$ cat config.mk
export PLATFORM = sky130hd
export DESIGN_NAME = rs_enc_ctrl
export DESIGN_NICKNAME = d
export VERILOG_FILES = /design/src/rtl/rs_enc_ctrl.sv
export SDC_FILE = /design/constraint.sdc
export NUM_CORES = 1
export LEC_CHECK = 0
export CAP_MARGIN = 25
export CELL_PAD_IN_SITES_DETAIL_PLACEMENT = 1
export CELL_PAD_IN_SITES_GLOBAL_PLACEMENT = 2
export CORE_UTILIZATION = 26
export CTS_CLUSTER_DIAMETER = 60
export CTS_CLUSTER_SIZE = 14
export DETAILED_ROUTE_END_ITERATION = 8
export PLACE_DENSITY_LB_ADDON = 0.1
export SLEW_MARGIN = 0
export SYNTH_ARGS = -nofsm -noshare
export SYNTH_HDL_FRONTEND = slang
export SYNTH_SLANG_ARGS = --single-unit
$ cat constraint.sdc
create_clock -name clk -period 4.18 [get_ports clk]
set_input_delay 0.627 -clock clk [delete_from_list [all_inputs] [get_ports clk]]
set_output_delay 0.627 -clock clk [all_outputs]
set_load 0.1 [all_outputs]
$ cat src/rtl/rs_enc_ctrl.sv
`default_nettype none
// ============================================================================
//  Module      : rs_enc_ctrl
//  Description : Sequencer for the stage-chained RS(N,K) GF(2^8) systematic
//                encoder. Passes K message symbols straight through while
//                feeding (message ^ parity tail) to every parity stage, then
//                shifts out NPAR parity symbols with zero feedback.
//  Revision    : 1.0 - initial release
// ============================================================================
module rs_enc_ctrl #(
  parameter int K     = 239,
  parameter int NPAR  = 16,
  parameter int SYM_W = 8
) (
  input  logic             clk,
  input  logic             rst,
  input  logic             s_valid_i,
  output logic             s_ready_o,
  input  logic [SYM_W-1:0] s_data_i,
  input  logic             s_last_i,
  input  logic [SYM_W-1:0] par_tail_i,
  output logic [SYM_W-1:0] fb_sym_o,
  output logic             lfsr_en_o,
  output logic             par_clr_o,
  output logic             m_valid_o,
  input  logic             m_ready_i,
  output logic [SYM_W-1:0] m_data_o,
  output logic             m_sop_o,
  output logic             m_last_o,
  output logic             busy_o,
  output logic             len_err_o
);

  localparam int MSG_W = (K > 1) ? $clog2(K) : 1;
  localparam int PAR_W = (NPAR > 1) ? $clog2(NPAR) : 1;

  typedef enum logic [1:0] {
    S_IDLE = 2'd0,
    S_MSG  = 2'd1,
    S_PAR  = 2'd2
  } state_t;

  state_t             state_q, state_d;
  logic [MSG_W-1:0]   msg_cnt_q, msg_cnt_d;
  logic [PAR_W-1:0]   par_cnt_q, par_cnt_d;
  logic               par_clr_q;
  logic               len_err_q, len_err_d;

  logic               w_live;
  logic               w_in_msg;
  logic               w_acc;
  logic               w_cnt_last;
  logic               w_par_last;

  // While the parity stages are being cleared the controller stays silent,
  // so no symbol can be absorbed into registers that are being wiped.
  assign w_live     = ~par_clr_q;
  assign w_in_msg   = (state_q == S_IDLE) || (state_q == S_MSG);
  assign s_ready_o  = w_live & w_in_msg & m_ready_i;
  assign w_acc      = s_valid_i & s_ready_o;
  assign w_cnt_last = (msg_cnt_q == MSG_W'(K - 1));
  assign w_par_last = (par_cnt_q == PAR_W'(NPAR - 1));

  assign par_clr_o  = par_clr_q;
  assign len_err_o  = len_err_q;
  assign busy_o     = (state_q != S_IDLE);

  // Next-state, counters and all handshake/datapath controls
  always_comb begin
    state_d   = state_q;
    msg_cnt_d = msg_cnt_q;
    par_cnt_d = par_cnt_q;
    len_err_d = 1'b0;
    m_valid_o = 1'b0;
    m_data_o  = '0;
    m_sop_o   = 1'b0;
    m_last_o  = 1'b0;
    lfsr_en_o = 1'b0;
    fb_sym_o  = '0;
    case (state_q)
      S_IDLE, S_MSG: begin
        if (w_live) begin
          m_valid_o = s_valid_i;
          m_data_o  = s_data_i;
          m_sop_o   = (state_q == S_IDLE);
          if (w_acc) begin
            lfsr_en_o = 1'b1;
            fb_sym_o  = s_data_i ^ par_tail_i;
            // Either end marker closes the message; a disagreement between
            // s_last and the count is flagged but the frame still closes.
            if (s_last_i || w_cnt_last) begin
              state_d   = S_PAR;
              msg_cnt_d = '0;
              par_cnt_d = '0;
              len_err_d = (s_last_i != w_cnt_last);
            end else begin
              state_d   = S_MSG;
              msg_cnt_d = msg_cnt_q + MSG_W'(1);
            end
          end
        end
      end
      S_PAR: begin
        m_valid_o = 1'b1;
        m_data_o  = par_tail_i;
        m_last_o  = w_par_last;
        if (m_ready_i) begin
          // Zero feedback turns the stage chain into a plain shift register.
          lfsr_en_o = 1'b1;
          if (w_par_last) begin
            state_d   = S_IDLE;
            par_cnt_d = '0;
          end else begin
            par_cnt_d = par_cnt_q + PAR_W'(1);
          end
        end
      end
      default: begin
        state_d   = S_IDLE;
        msg_cnt_d = '0;
        par_cnt_d = '0;
      end
    endcase
  end

  // State and counter registers; reset abandons any frame and clears stages
  always_ff @(posedge clk) begin
    if (!rst) begin
      state_q   <= S_IDLE;
      msg_cnt_q <= '0;
      par_cnt_q <= '0;
      par_clr_q <= 1'b1;
      len_err_q <= 1'b0;
    end else begin
      state_q   <= state_d;
      msg_cnt_q <= msg_cnt_d;
      par_cnt_q <= par_cnt_d;
      par_clr_q <= 1'b0;
      len_err_q <= len_err_d;
    end
  end

endmodule
`default_nettype wire

# Word-level counts from Yosys, hierarchy flattened
# Cells that the tools add are included.
[word_totals] latch_bits=0 word_cells=67 regBits=16 mem_bits_ro=0 inputBits=21 mem_bits_rw=0 output_inout_bits=24 mem_count=0
[classes] addsub=2 n_lt_le_gt_ge=0 n_mux=31 bitwise_logic=10 div=0 mul=0 n_reduce_logical=9 shift=0 n_eq_ne=10
[op_table] op="2-to-1 mux 8 bit" n=7
[op_table] op="one-hot mux 8 bit (2 select lines)" n=2
[op_table] op="2-to-1 mux 4 bit" n=5
[op_table] op="2-to-1 mux 2 bit" n=5
[op_table] op="inequality test 2 bit (second input constant)" n=5
[op_table] op="adder 8 x 1 -> 8 bit (second input constant)" n=1
[op_table] op="== test 8 bit (second input constant)" n=1
[op_table] op="2-to-1 mux 1 bit" n=8
[op_table] op="one-hot mux 4 bit (2 select lines)" n=1
[op_table] op="AND reduction 4 bit" n=2
[op_table] op="bitwise XOR 8 bit" n=1
[op_table] op="inverter 1 bit" n=6
[op_table] op="OR reduction 5 bit" n=1
[op_table] op="adder 4 x 1 -> 4 bit (second input constant)" n=1
[op_table] op="== test 4 bit (second input constant)" n=1
[op_table] op="one-hot mux 1 bit (2 select lines)" n=2
[op_table] op="one-hot mux 2 bit (2 select lines)" n=1
[op_table] op="AND 1 bit" n=3
[op_table] op="AND reduction 3 bit" n=1
[op_table] op="== test 2 x 1 -> 1 bit (second input constant)" n=1
[op_table] op="== test 2 bit (second input constant)" n=1
[op_table] op="logical NOT 2 bit" n=1
[op_table] op="logical OR 1 bit" n=2
[op_table] op="nonzero test 2 bit" n=1
[op_table] op="2 further kinds" n=2

# Longest topological paths before layout
# Gate-level depths: netlist (run 1).
[logic_depth] ltp_word=8 depth_mapped=8 depth_no_buf=8

# Worst setup path after synthesis (run 1)
# No wires, ideal clock.
[synth_path] path_kind="register -> output" startpoint="register par_clr_q, in the netlist par_clr_o" endpoint="output m_sop_o" path_stages_with_launch=2 t_arrival_ps=2859 path_slack_ps=694 path_buffers=0 path_cell_list="dfxtp_1 > nor3_1"
[synth_between] elab_chain_cells=2
[synth_rtl] item="start: declaration" line_no="46" source="logic par_clr_q;"
[synth_rtl] item="start signal: assignment" line_no="132" source="par_clr_q <= 1'b1;"
[synth_rtl] item="start signal: assignment" line_no="138" source="par_clr_q <= 1'b0;"
[synth_rtl] item="2-to-1 mux 1 bit" line_no="82" source="if (w_live) begin"
[synth_rtl] item="2-to-1 mux 1 bit" line_no="80" source="case (state_q)"
[synth_rtl] item="end: declaration" line_no="28" source="output logic m_sop_o,"
# Every way passes these cells.

# Final worst setup path (run 1)
[layout_path] startpoint="register state_q[1]" endpoint="output m_last_o"
[layout_between] elab_chain_cells=2
[layout_rtl] item="start: declaration" line_no="43" source="state_t state_q, state_d;"
[layout_rtl] item="start signal: assignment" line_no="135" source="state_q <= state_d;"
[layout_rtl] item="== test 2 bit" line_no="80"
[layout_rtl] item="2-to-1 mux 1 bit" line_no="80"
[layout_rtl] item="end: declaration" line_no="29" source="output logic m_last_o,"
# Every way passes these cells.

==> results of run 1 <==
==> worst min path at each step <==
stage	from	end	slack, ns	depth (start not counted)
after floorplan	par_cnt_q[3]	par_cnt_q[3]	0.45	2
after global placement	par_cnt_q[3]	par_cnt_q[3]	0.47	2
after detailed placement	par_cnt_q[3]	par_cnt_q[3]	0.48	2
after CTS	par_cnt_q[3]	par_cnt_q[3]	0.49	2
after global routing	par_cnt_q[0]	par_cnt_q[0]	0.53	1
final	par_cnt_q[3]	par_cnt_q[3]	0.49	2
==> placed cells by master, fill, tap and decap left out, drive strengths merged, types with 2 or more instances in the layout <==
cell / n
mux2i: 3
nor2b: 2
buf: 19
nand2: 11
nand4b: 3
o21ai: 7
and3: 5
xnor2: 8
dfxtp: 16
nand3: 6
nor2: 13
a21oi: 6
clkbuf: 4
inv: 5
o21a: 3
o41ai: 2
a31oi: 2
ha: 4
o22ai: 2
clkdlybuf4s50: 25
a22o: 7
nand3b: 2
nor3: 4
and2: 3
a21boi: 2
nand2b: 3
==> layer usage <==
metal | vias up | global-route usage [%]
li1 | 588 | -
met2 | 14 | 27.5
met3 | 5 | 3.20
met5 | - | 0
met1 | 590 | 19.3
met4 | 0 | 2.04
==> flip-flops by register name, summed over array words and instances (netlist names) <==
register / cells
msg_cnt_q: 8
par_cnt_q: 4
len_err_o: 1
par_clr_o: 1
state_q: 2
==> Yosys cell counts, types with 2 or more instances <==
cell type	instances	area (um2)
nand4b_1	3	26.3
dfxtp_1	16	320
buf_2	3	15.0
nor3_1	4	20.0
o21ai_2	2	17.5
and2_1	2	12.5
and3_1	3	18.8
buf_6	2	22.5
o21ai_1	4	20.0
nand2b_1	3	18.8
a21oi_1	5	25.0
inv_1	5	18.8
nand3b_1	2	15.0
a21boi_0	2	15.0
o22ai_1	2	12.5
xnor2_1	8	70.1
nand3_1	6	30.0
o21a_1	2	15.0
nand2_1	10	37.5
a22o_1	7	61.3
a31oi_1	2	12.5
mux2i_1	3	30.0
ha_1	4	50.1
o41ai_2	2	32.5
nor2_1	12	45.0
nor2b_1	2	12.5
==> cell families (layout without fill, tap and decap cells) <==
group	Yosys count	after routing	synth area share, %
compound gates	35	35	23.5
buf+inv	12	54	5.50
flops	16	16	27.1
xor+xnor	8	8	5.92
simple gates	60	60	31.3
mux	3	3	2.54
fa+ha+maj	4	4	4.23
==> metrics by stage <==
step                      hold WS, ns  total power [W]
after floorplan                 0.450         0.000297
after global placement          0.469         0.000347
after detailed placement        0.480         0.000349
after CTS                       0.494         0.000495
after global routing            0.526         0.000508
final                           0.487         0.000489
==> power by group through the flow <==
stage	Combinational [W]	Clock [W]	Sequential, W
after floorplan	0.000133	0	0.000164
after global placement	0.000184	0	0.000162
after detailed placement	0.000187	0	0.000162
after CTS	0.000187	0.000149	0.000159
after global routing	0.000194	0.000155	0.000159
final	0.000186	0.000144	0.000159
==> worst register-to-register path: stages (launching register included) <==
cell     delay, ns
dfxtp_1       0.69
nor2b_1       0.80
and3_1        0.31
nand2_1       0.08
o22ai_1       0.17
==> cell type report <==
type                            instances  area (um2)  share of cell area (%)
Clock buffer                            4        55.1                    3.33
Multi-Input combinational cell        110         798                    48.3
Timing Repair Buffer                   44         393                    23.8
Inverter                                6        22.5                    1.36
Sequential cell                        16         320                    19.4
Tap cell                               52        65.1                    3.93
==> qor.csv, run 1 <==
stage;metric;value;unit
status;status;finished, final reports clean;
clock_network;tritoncts;yes;
setup_path;startpoint_type;register;
global_route;grt_pass1_vias;1229;
clock_network;clockBufferDepth;2;
setup_path;end_kind;primary output;
timing;max_freq;329;MHz
setup_path;crit_buf_inv;1;
die;initial_utilization;27.2;%
die;floorplan.rows;24;
setup_path;cp_top_family;buffers and inverters;
die;io_pins;45;
detailed_routing;wire_per_inst;15.3;um
setup_path;cp_cell_sequence;nand2b_1, nor2_1, clkdlybuf4s50_1;
setup_path;crit_cells;3;
setup_path;critPathMaxStageDelay;1.14;ns
logic_synthesis;synth_nets;163;
layout;fin_cells;232;
layout;final_area;0.00165;mm2
global_route;antenna_found_initial;0;
logic_synthesis;synth.distinct_cells;48;
place;gp_congestion;0.750;
detailed_routing;first_pass_iters;4;
detailed_routing;wl_met1;1.56;mm
setup_path;ff2ff_setup_slack;2.05;ns
clock_network;post_cts_buffers;0;
setup_path;path_class;reg -> out;
detailed_routing;wl_met3;107;um
timing;worst_slack;1.14;ns
pwr;seqPwrFrac;32.5;%
place;post_dp_cell_area;0.00160;mm2
timing;setup_viol;0;
detailed_routing;drc;0;
setup_path;crit_arrival;2.41;ns
timing;timing_hold_violations_final;0;
global_route;gr-usage-all-layers;15.4;%
place;place_inst;228;
global_route;grt_first_pass_wirelength;6.00;mm
die;core_region_area;0.00435;mm2
place;dp_slack;1.29;ns
pwr;powerDensity;295;mW/mm2
die;dieArea;0.00483;mm2
clock_network;root_buffer;clkbuf_8;
setup_path;cp-endpoint;m_last_o;
detailed_routing;viasPerCell;5.16;
layout;nNetsFinal;206;
logic_synthesis;syn-cell-area;0.00118;mm2
pwr;p_leak;0.674;nW
clock_network;cts_buffers;3;
setup_path;path_max_fanout;17;
logic_synthesis;ys_seq_elements;16;
layout;fillers;507;
timing;worstMarginPinSlew;0.994;ns
clock_network;cts_hold_buffers;0;
clock_network;clk_pin_slew_worst_paths;0.07;ns
pwr;p_int;0.000293;W
setup_path;timing.rr.end;par_cnt_q[3];
die;die_h;69.5;um
setup_path;cp.required;3.55;ns
logic_synthesis;yosysSeqAreaShare;27.1;%
global_route;grt_max_degree;18;
logic_synthesis;syn_area_per_cell;8.58;um2
clock_network;clk_latency;0.26;ns
logic_synthesis;synthArstFlopShare;0;%
clock_network;cts.repair.resized;0;
pwr;comb_power_share;38.0;%
detailed_routing;final_antenna_net_count;0;
layout;area_growth;39.7;%
detailed_routing;drt_wl_total;3.56;mm
timing;slew_headroom;33.6;%
timing;grt_setup_unrepaired;no;
logic_synthesis;synth_ff_type;dfxtp_1;
clock_network;h-tree-depth;1;
logic_synthesis;synth-edff-count;0;
pwr;pwr-share-clk;29.5;%
pwr;sw_frac_of_total;40.0;%
timing;setup_tns;0;ns
detailed_routing;vias;1197;
layout;num_antenna_cells;0;
global_route;grt_overflow;0;
logic_synthesis;syn-instance-count;138;
die;die-width;69.5;um
setup_path;r2r_cells;4;
flow_run;drv_cap;0;
setup_path;critical_path.startpoint;state_q[1];
worst_hold_path;hp-class;reg -> reg;
timing;fin_crit_sh;72.7;%
logic_synthesis;synth_warnings;0;
pwr;irDropWorstVdd;0.110;mV
timing;skew;0.00211;ns
detailed_routing;topRoutingLayerUsed;met4;
timing;drv_slew;0;
layout;drive_gt1_share;22.8;%
pwr;switchingPower;0.000196;W
detailed_routing;drt_iter0_drc;31;
place;placement.io_buffers;44;
timing;fin_crit;3.04;ns
setup_path;rr_startpoint;state_q[1];
setup_path;critPathSlowestCell;clkdlybuf4s50_1;
detailed_routing;wl_met2;1.87;mm
clock_network;cts_sinks;16;
place;dp_hpwl;2.84;mm
layout;post-route-util;38.0;%
No activity file was read; power rests on OpenSTA's default activity.
==> run 2: changes to the inputs <==
--- a/config.mk
+++ b/config.mk
@@ -8,7 +8,7 @@
 export CAP_MARGIN = 25
 export CELL_PAD_IN_SITES_DETAIL_PLACEMENT = 1
 export CELL_PAD_IN_SITES_GLOBAL_PLACEMENT = 2
-export CORE_UTILIZATION = 26
+export CORE_UTILIZATION = 24
 export CTS_CLUSTER_DIAMETER = 60
 export CTS_CLUSTER_SIZE = 14
 export DETAILED_ROUTE_END_ITERATION = 8
==> constraint.sdc (replaced) <==
create_clock -name clk -period 3 [get_ports clk]
set_input_delay 0.45 -clock clk [delete_from_list [all_inputs] [get_ports clk]]
set_output_delay 0.45 -clock clk [all_outputs]
set_load 0.1 [all_outputs]
==> qor.csv, run 2 (same netlist as run 1, synthesis figures left out) <==
stage;metric;value;unit;change
status;status;finished, final reports clean;;
place;placement.io_buffers;44;;unchanged
global_route;gr-usage-all-layers;15.9;%;+0.58 points
clock_network;clk_latency;0.25;ns;about the same
timing;worstMarginPinSlew;0.638;ns;-0.355 ns
place;place_inst;244;;+7.0%
layout;multi_input_area;803;um2;+0.63%
place;dp_hpwl;3.11;mm;+9.7%
die;initial_utilization;25.1;%;-2.1 points
worst_hold_path;hold_depth;1;;-1
flow_run;drv_cap;0;;unchanged
timing;drv_slew;0;;unchanged
pwr;p_leak;0.736;nW;+9.1%
place;gp_congestion;0.718;;-4.3%
worst_hold_path;hp-class;reg -> reg;;
pwr;pwr-share-clk;23.8;%;-5.7 points
clock_network;cts_buffers;3;;unchanged
layout;final_common_cell;clkdlybuf4s50_1;;
setup_path;path_max_fanout;13;;-4
die;core_region_area;0.00472;mm2;+8.5%
pwr;switchingPower;0.000269;W;+38%
detailed_routing;drc;0;;unchanged
global_route;antenna_found_initial;0;;unchanged
clock_network;h-tree-depth;1;;unchanged
setup_path;cp-endpoint;fb_sym_o[3];;
setup_path;cp.required;2.55;ns;-1.00 ns
timing;slew_headroom;57.4;%;+24 points
clock_network;clockBufferDepth;2;;unchanged
layout;largest-register;msg_cnt_q;;
setup_path;critPathMaxStageDelay;0.64;ns;-0.50 ns
timing;fin_crit_sh;83.4;%;
layout;seqCellArea;320;um2;unchanged
die;die_h;72.2;um;+4.0%
detailed_routing;final_antenna_net_count;0;;unchanged
clock_network;cts.repair.resized;0;;unchanged
pwr;comb_power_share;43.5;%;+5.5 points
timing;worst_slack;0.497;ns;-0.644 ns
die;io_pins;45;;unchanged
timing;setup_viol;0;;unchanged
layout;num_antenna_cells;0;;unchanged
layout;area_growth;57.1;%;
layout;reg.largest.list;msg_cnt_q (8), par_cnt_q (4), state_q (2);;
setup_path;timing.rr.end;msg_cnt_q[4];;
setup_path;cp_top_family;buffers and inverters;;
layout;fillers;543;;+7.1%
timing;skew;0.00500;ns;+0.00289 ns
setup_path;crit_buf_inv;2;;+1
pwr;irDropWorstVdd;0.237;mV;+110%
timing;grt_setup_unrepaired;no;;
global_route;grt_pass1_vias;1282;;+4.3%
setup_path;startpoint_type;input pin;;
timing;fin_crit;2.50;ns;
die;dieArea;0.00522;mm2;+8.1%
setup_path;crit_arrival;2.05;ns;-0.36 ns
setup_path;ff2ff_setup_slack;1.15;ns;-0.90 ns
clock_network;cts_hold_buffers;0;;unchanged
die;die-width;72.2;um;+4.0%
setup_path;critical_path.startpoint;m_ready_i;;
global_route;grt_overflow;0;;unchanged
place;dp_slack;0.485;ns;-0.801 ns
global_route;grt_first_pass_wirelength;6.45;mm;+7.5%
layout;layout_common_cells;clkdlybuf4s50_1, dfxtp_1, buf_12;;
clock_network;clk_pin_slew_worst_paths;0.06;ns;about the same
clock_network;cts_sinks;16;;unchanged
layout;fin_cells;247;;+6.5%
detailed_routing;drt_iter0_drc;44;;+42%
clock_network;post_cts_buffers;0;;unchanged
pwr;p_int;0.000410;W;+40%
layout;largest_reg_flops;8;;unchanged
setup_path;end_kind;primary output;;
clock_network;root_buffer;clkbuf_8;;
detailed_routing;first_pass_iters;4;;unchanged
setup_path;r2r_cells;8;;+4
timing;max_freq;400;MHz;
setup_path;crit_cells;4;;+1
setup_path;cp_cell_sequence;clkdlybuf4s50_1, nand4bb_2, nor2_1, buf_12;;
detailed_routing;drt_wl_total;3.85;mm;+8.1%
worst_hold_path;worstHoldStart;par_cnt_q[0];;
layout;drive_gt1_share;26.1;%;+3.3 points
die;floorplan.rows;25;;+4.2%
timing;timing_hold_violations_final;0;;unchanged
setup_path;path_class;in -> out;;
clock_network;tritoncts;yes;;
setup_path;rr_startpoint;msg_cnt_q[0];;
layout;nNetsFinal;207;;+0.49%
detailed_routing;viasPerCell;4.73;;-8.3%
pwr;powerDensity;365;mW/mm2;+24%
global_route;grt_max_degree;18;;unchanged
setup_path;critPathSlowestCell;clkdlybuf4s50_1;;
pwr;seqPwrFrac;32.7;%;+0.2 points
detailed_routing;vias;1169;;-2.3%
detailed_routing;wire_per_inst;15.6;um;+1.5%
pwr;sw_frac_of_total;39.6;%;-0.41 points
run 2: through the flow:
step                      hold WS (ns)  setup TNS, ns  cell area, um2  power, W  utilization, %
after floorplan                  0.450         -0.332            1190  0.000414               -
after global placement           0.467              0            1820  0.000521            38.5
after detailed placement         0.487              0            1820  0.000525            38.5
after CTS                        0.499              0            1860  0.000693            39.4
after global routing             0.528              0            1860  0.000714            39.4
final                            0.499              0            1860  0.000679            39.4
run 2: layer usage:
metal	global-route usage, %	part of all wire, %
met5	0	0
met3	3.33	2.5
met1	19.7	46
met2	29.1	52
met4	1.96	0.42
run 2: worst min path at each step:
stage                         endpoint  slack, ns
after global placement    par_cnt_q[3]       0.47
after floorplan           par_cnt_q[3]       0.45
final                     par_cnt_q[0]       0.50
after CTS                 par_cnt_q[3]       0.50
after global routing      msg_cnt_q[7]       0.53
after detailed placement  par_cnt_q[3]       0.49
run 2: power by group through the flow:
stage / logic (W) / registers (W) / clock network, W
final: 0.000295 / 0.000222 / 0.000162
after global routing: 0.000307 / 0.000223 / 0.000184
after CTS: 0.000298 / 0.000222 / 0.000172
after detailed placement: 0.000298 / 0.000227 / 0
after global placement: 0.000295 / 0.000226 / 0
after floorplan: 0.000186 / 0.000228 / 0
run 2: cell type report:
cell class	instances	area share, %
multi-input cells	110	43.2
repair buffers	45	31.6
inverters	6	1.21
clock buffers	3	2.22
flip-flops and latches	16	17.2
well taps	67	4.51
==> run 3: changes to the inputs <==
--- a/config.mk
+++ b/config.mk
@@ -8,7 +8,7 @@
 export CAP_MARGIN = 25
 export CELL_PAD_IN_SITES_DETAIL_PLACEMENT = 1
 export CELL_PAD_IN_SITES_GLOBAL_PLACEMENT = 2
-export CORE_UTILIZATION = 24
+export CORE_UTILIZATION = 22
 export CTS_CLUSTER_DIAMETER = 60
 export CTS_CLUSTER_SIZE = 14
 export DETAILED_ROUTE_END_ITERATION = 8
==> constraint.sdc (replaced) <==
create_clock -name clk -period 2.2 [get_ports clk]
set_input_delay 0.33 -clock clk [delete_from_list [all_inputs] [get_ports clk]]
set_output_delay 0.33 -clock clk [all_outputs]
set_load 0.1 [all_outputs]
==> qor.csv, run 3 (same netlist as run 1, synthesis figures left out) <==
stage;metric;value;unit;change
layout;final_common_cell;buf_12;;
layout;nNetsFinal;217;;+4.8%
flow_run;drv_cap;0;;unchanged
setup_path;cp.required;1.87;ns;-0.68 ns
pwr;sw_frac_of_total;39.2;%;-0.44 points
clock_network;cts_hold_buffers;0;;unchanged
setup_path;end_kind;primary output;;
layout;seqCellArea;322;um2;+0.39%
clock_network;clk_latency;0.25;ns;about the same
detailed_routing;viasPerCell;4.80;;+1.4%
timing;skew;0.00193;ns;-0.00307 ns
clock_network;cts_buffers;3;;unchanged
timing;drv_slew;0;;unchanged
place;dp_hpwl;3.26;mm;+4.6%
worst_hold_path;worstHoldStart;par_cnt_q[3];;
pwr;powerDensity;472;mW/mm2;+29%
layout;largest_reg_flops;8;;unchanged
setup_path;critPathSlowestCell;clkdlybuf4s50_1;;
timing;timing_hold_violations_final;0;;unchanged
global_route;grt_overflow;0;;unchanged
clock_network;post_cts_buffers;0;;unchanged
global_route;grt_first_pass_wirelength;6.27;mm;-2.9%
pwr;switchingPower;0.000378;W;+41%
setup_path;critPathMaxStageDelay;0.59;ns;-0.05 ns
pwr;irDropWorstVdd;0.280;mV;+19%
pwr;seqPwrFrac;31.1;%;-1.6 points
pwr;power.total;0.000965;W;+42%
clock_network;tritoncts;yes;;
detailed_routing;drt_iter0_drc;16;;-64%
layout;fillers;603;;+11%
clock_network;h-tree-depth;1;;unchanged
die;die-width;75.4;um;+4.3%
die;die_h;75.4;um;+4.3%
layout;drive_gt1_share;35.8;%;+9.7 points
worst_hold_path;hp-class;reg -> reg;;
timing;slew_headroom;75.5;%;+18 points
pwr;p_leak;0.803;nW;+9.2%
setup_path;path_max_fanout;8;;-5
timing;fin_crit;1.96;ns;
status;status;finished, final reports clean;;
setup_path;crit_arrival;1.63;ns;-0.42 ns
setup_path;cp_cell_sequence;clkdlybuf4s50_1, nand4bb_2, buf_4, nor2_2, buf_12;;
detailed_routing;final_antenna_net_count;0;;unchanged
layout;area_growth;72.6;%;
die;core_region_area;0.00514;mm2;+8.8%
pwr;comb_power_share;45.9;%;+2.4 points
worst_hold_path;holdPathEnd;par_cnt_q[3];;
setup_path;ff2ff_setup_slack;0.37;ns;-0.78 ns
layout;multi_input_area;832;um2;+3.6%
timing;fin_crit_sh;89.0;%;
worst_hold_path;hold_depth;2;;+1
global_route;grt_max_degree;13;;-5
timing;setup_tns;0;ns;unchanged
detailed_routing;drt_wl_total;3.84;mm;-0.16%
setup_path;timing.rr.end;msg_cnt_q[2];;
clock_network;root_buffer;clkbuf_8;;
setup_path;path_class;in -> out;;
setup_path;startpoint_type;input pin;;
global_route;grt_pass1_vias;1253;;-2.3%
pwr;p_int;0.000587;W;+43%
layout;layout_common_cells;buf_12, clkdlybuf4s50_1, dfxtp_1;;
clock_network;cts.repair.resized;0;;unchanged
setup_path;rr_startpoint;msg_cnt_q[5];;
timing;worstMarginPinSlew;0.367;ns;-0.271 ns
clock_network;clk_pin_slew_worst_paths;0.06;ns;about the same
setup_path;r2r_cells;7;;-1
die;initial_utilization;23.0;%;-2.0 points
timing;setup_viol;0;;unchanged
die;io_pins;45;;unchanged
global_route;gr-usage-all-layers;14.6;%;-1.4 points
detailed_routing;vias;1248;;+6.8%
clock_network;cts_sinks;16;;unchanged
timing;max_freq;511;MHz;
pwr;pwr-share-clk;23.0;%;-0.8 points
timing;grt_setup_unrepaired;no;;
layout;num_antenna_cells;0;;unchanged
detailed_routing;drc;0;;unchanged
place;gp_congestion;0.750;;+4.6%
die;floorplan.rows;26;;+4.0%
detailed_routing;first_pass_iters;4;;unchanged
die;dieArea;0.00568;mm2;+8.8%
layout;reg.largest.list;msg_cnt_q (8), par_cnt_q (4), state_q (2);;
global_route;antenna_found_initial;0;;unchanged
place;placement.io_buffers;44;;unchanged
clock_network;clockBufferDepth;2;;unchanged
detailed_routing;wire_per_inst;14.8;um;-5.1%
layout;largest-register;msg_cnt_q;;
## run 3: worst max path at each step
stage / start / end / depth (start not counted)
after floorplan: par_clr_o / fb_sym_o[0] / 3
after global placement: s_valid_i / fb_sym_o[6] / 5
after detailed placement: m_ready_i / fb_sym_o[6] / 5
after CTS: m_ready_i / fb_sym_o[6] / 5
after global routing: state_q[1] / m_data_o[2] / 4
final: m_ready_i / fb_sym_o[6] / 5
## run 3: area by class of cell
cell class | count | share of cell area [%]
clock buffer | 3 | 2.02
inverter | 6 | 1.10
multi-input combinational | 110 | 40.7
sequential | 16 | 15.7
tap | 70 | 4.29
timing repair buffer | 55 | 36.1
## run 3: critical path, delay by kind of cell
kind	cells	cell delay (ns)
AND/OR/NAND/NOR	2	0.31
buffers and inverters	3	0.98
## run 3: routing by layer
layer | global-route usage [%] | up-vias | share of wire [%]
met2 | 26.8 | 41 | 48
met5 | 0 | - | 0
met1 | 17.9 | 592 | 46
met4 | 3.09 | 0 | 0.75
met3 | 2.38 | 4 | 4.9
li1 | - | 611 | -
## run 3: stage by stage
stage / setup WS [ns] / hold WS, ns / instance area, um2 / cells / util (%)
floorplan: 0.00247 / 0.450 / 1220 / 138 / -
global route: 0.140 / 0.512 / 2040 / 260 / 39.8
global placement: 0.291 / 0.466 / 2000 / 257 / 38.9
CTS: 0.221 / 0.478 / 2040 / 260 / 39.8
detailed placement: 0.220 / 0.468 / 2000 / 257 / 38.9
finish: 0.241 / 0.476 / 2040 / 260 / 39.8
## run 3: power groups by stage
stage	sequential, W	clock (W)	combinational, W
2_1_floorplan	0.000312	0	0.000260
5_1_grt	0.000301	0.000250	0.000462
4_1_cts	0.000300	0.000237	0.000447
3_3_place_gp	0.000306	0	0.000441
3_5_place_dp	0.000307	0	0.000446
6_report	0.000300	0.000222	0.000443
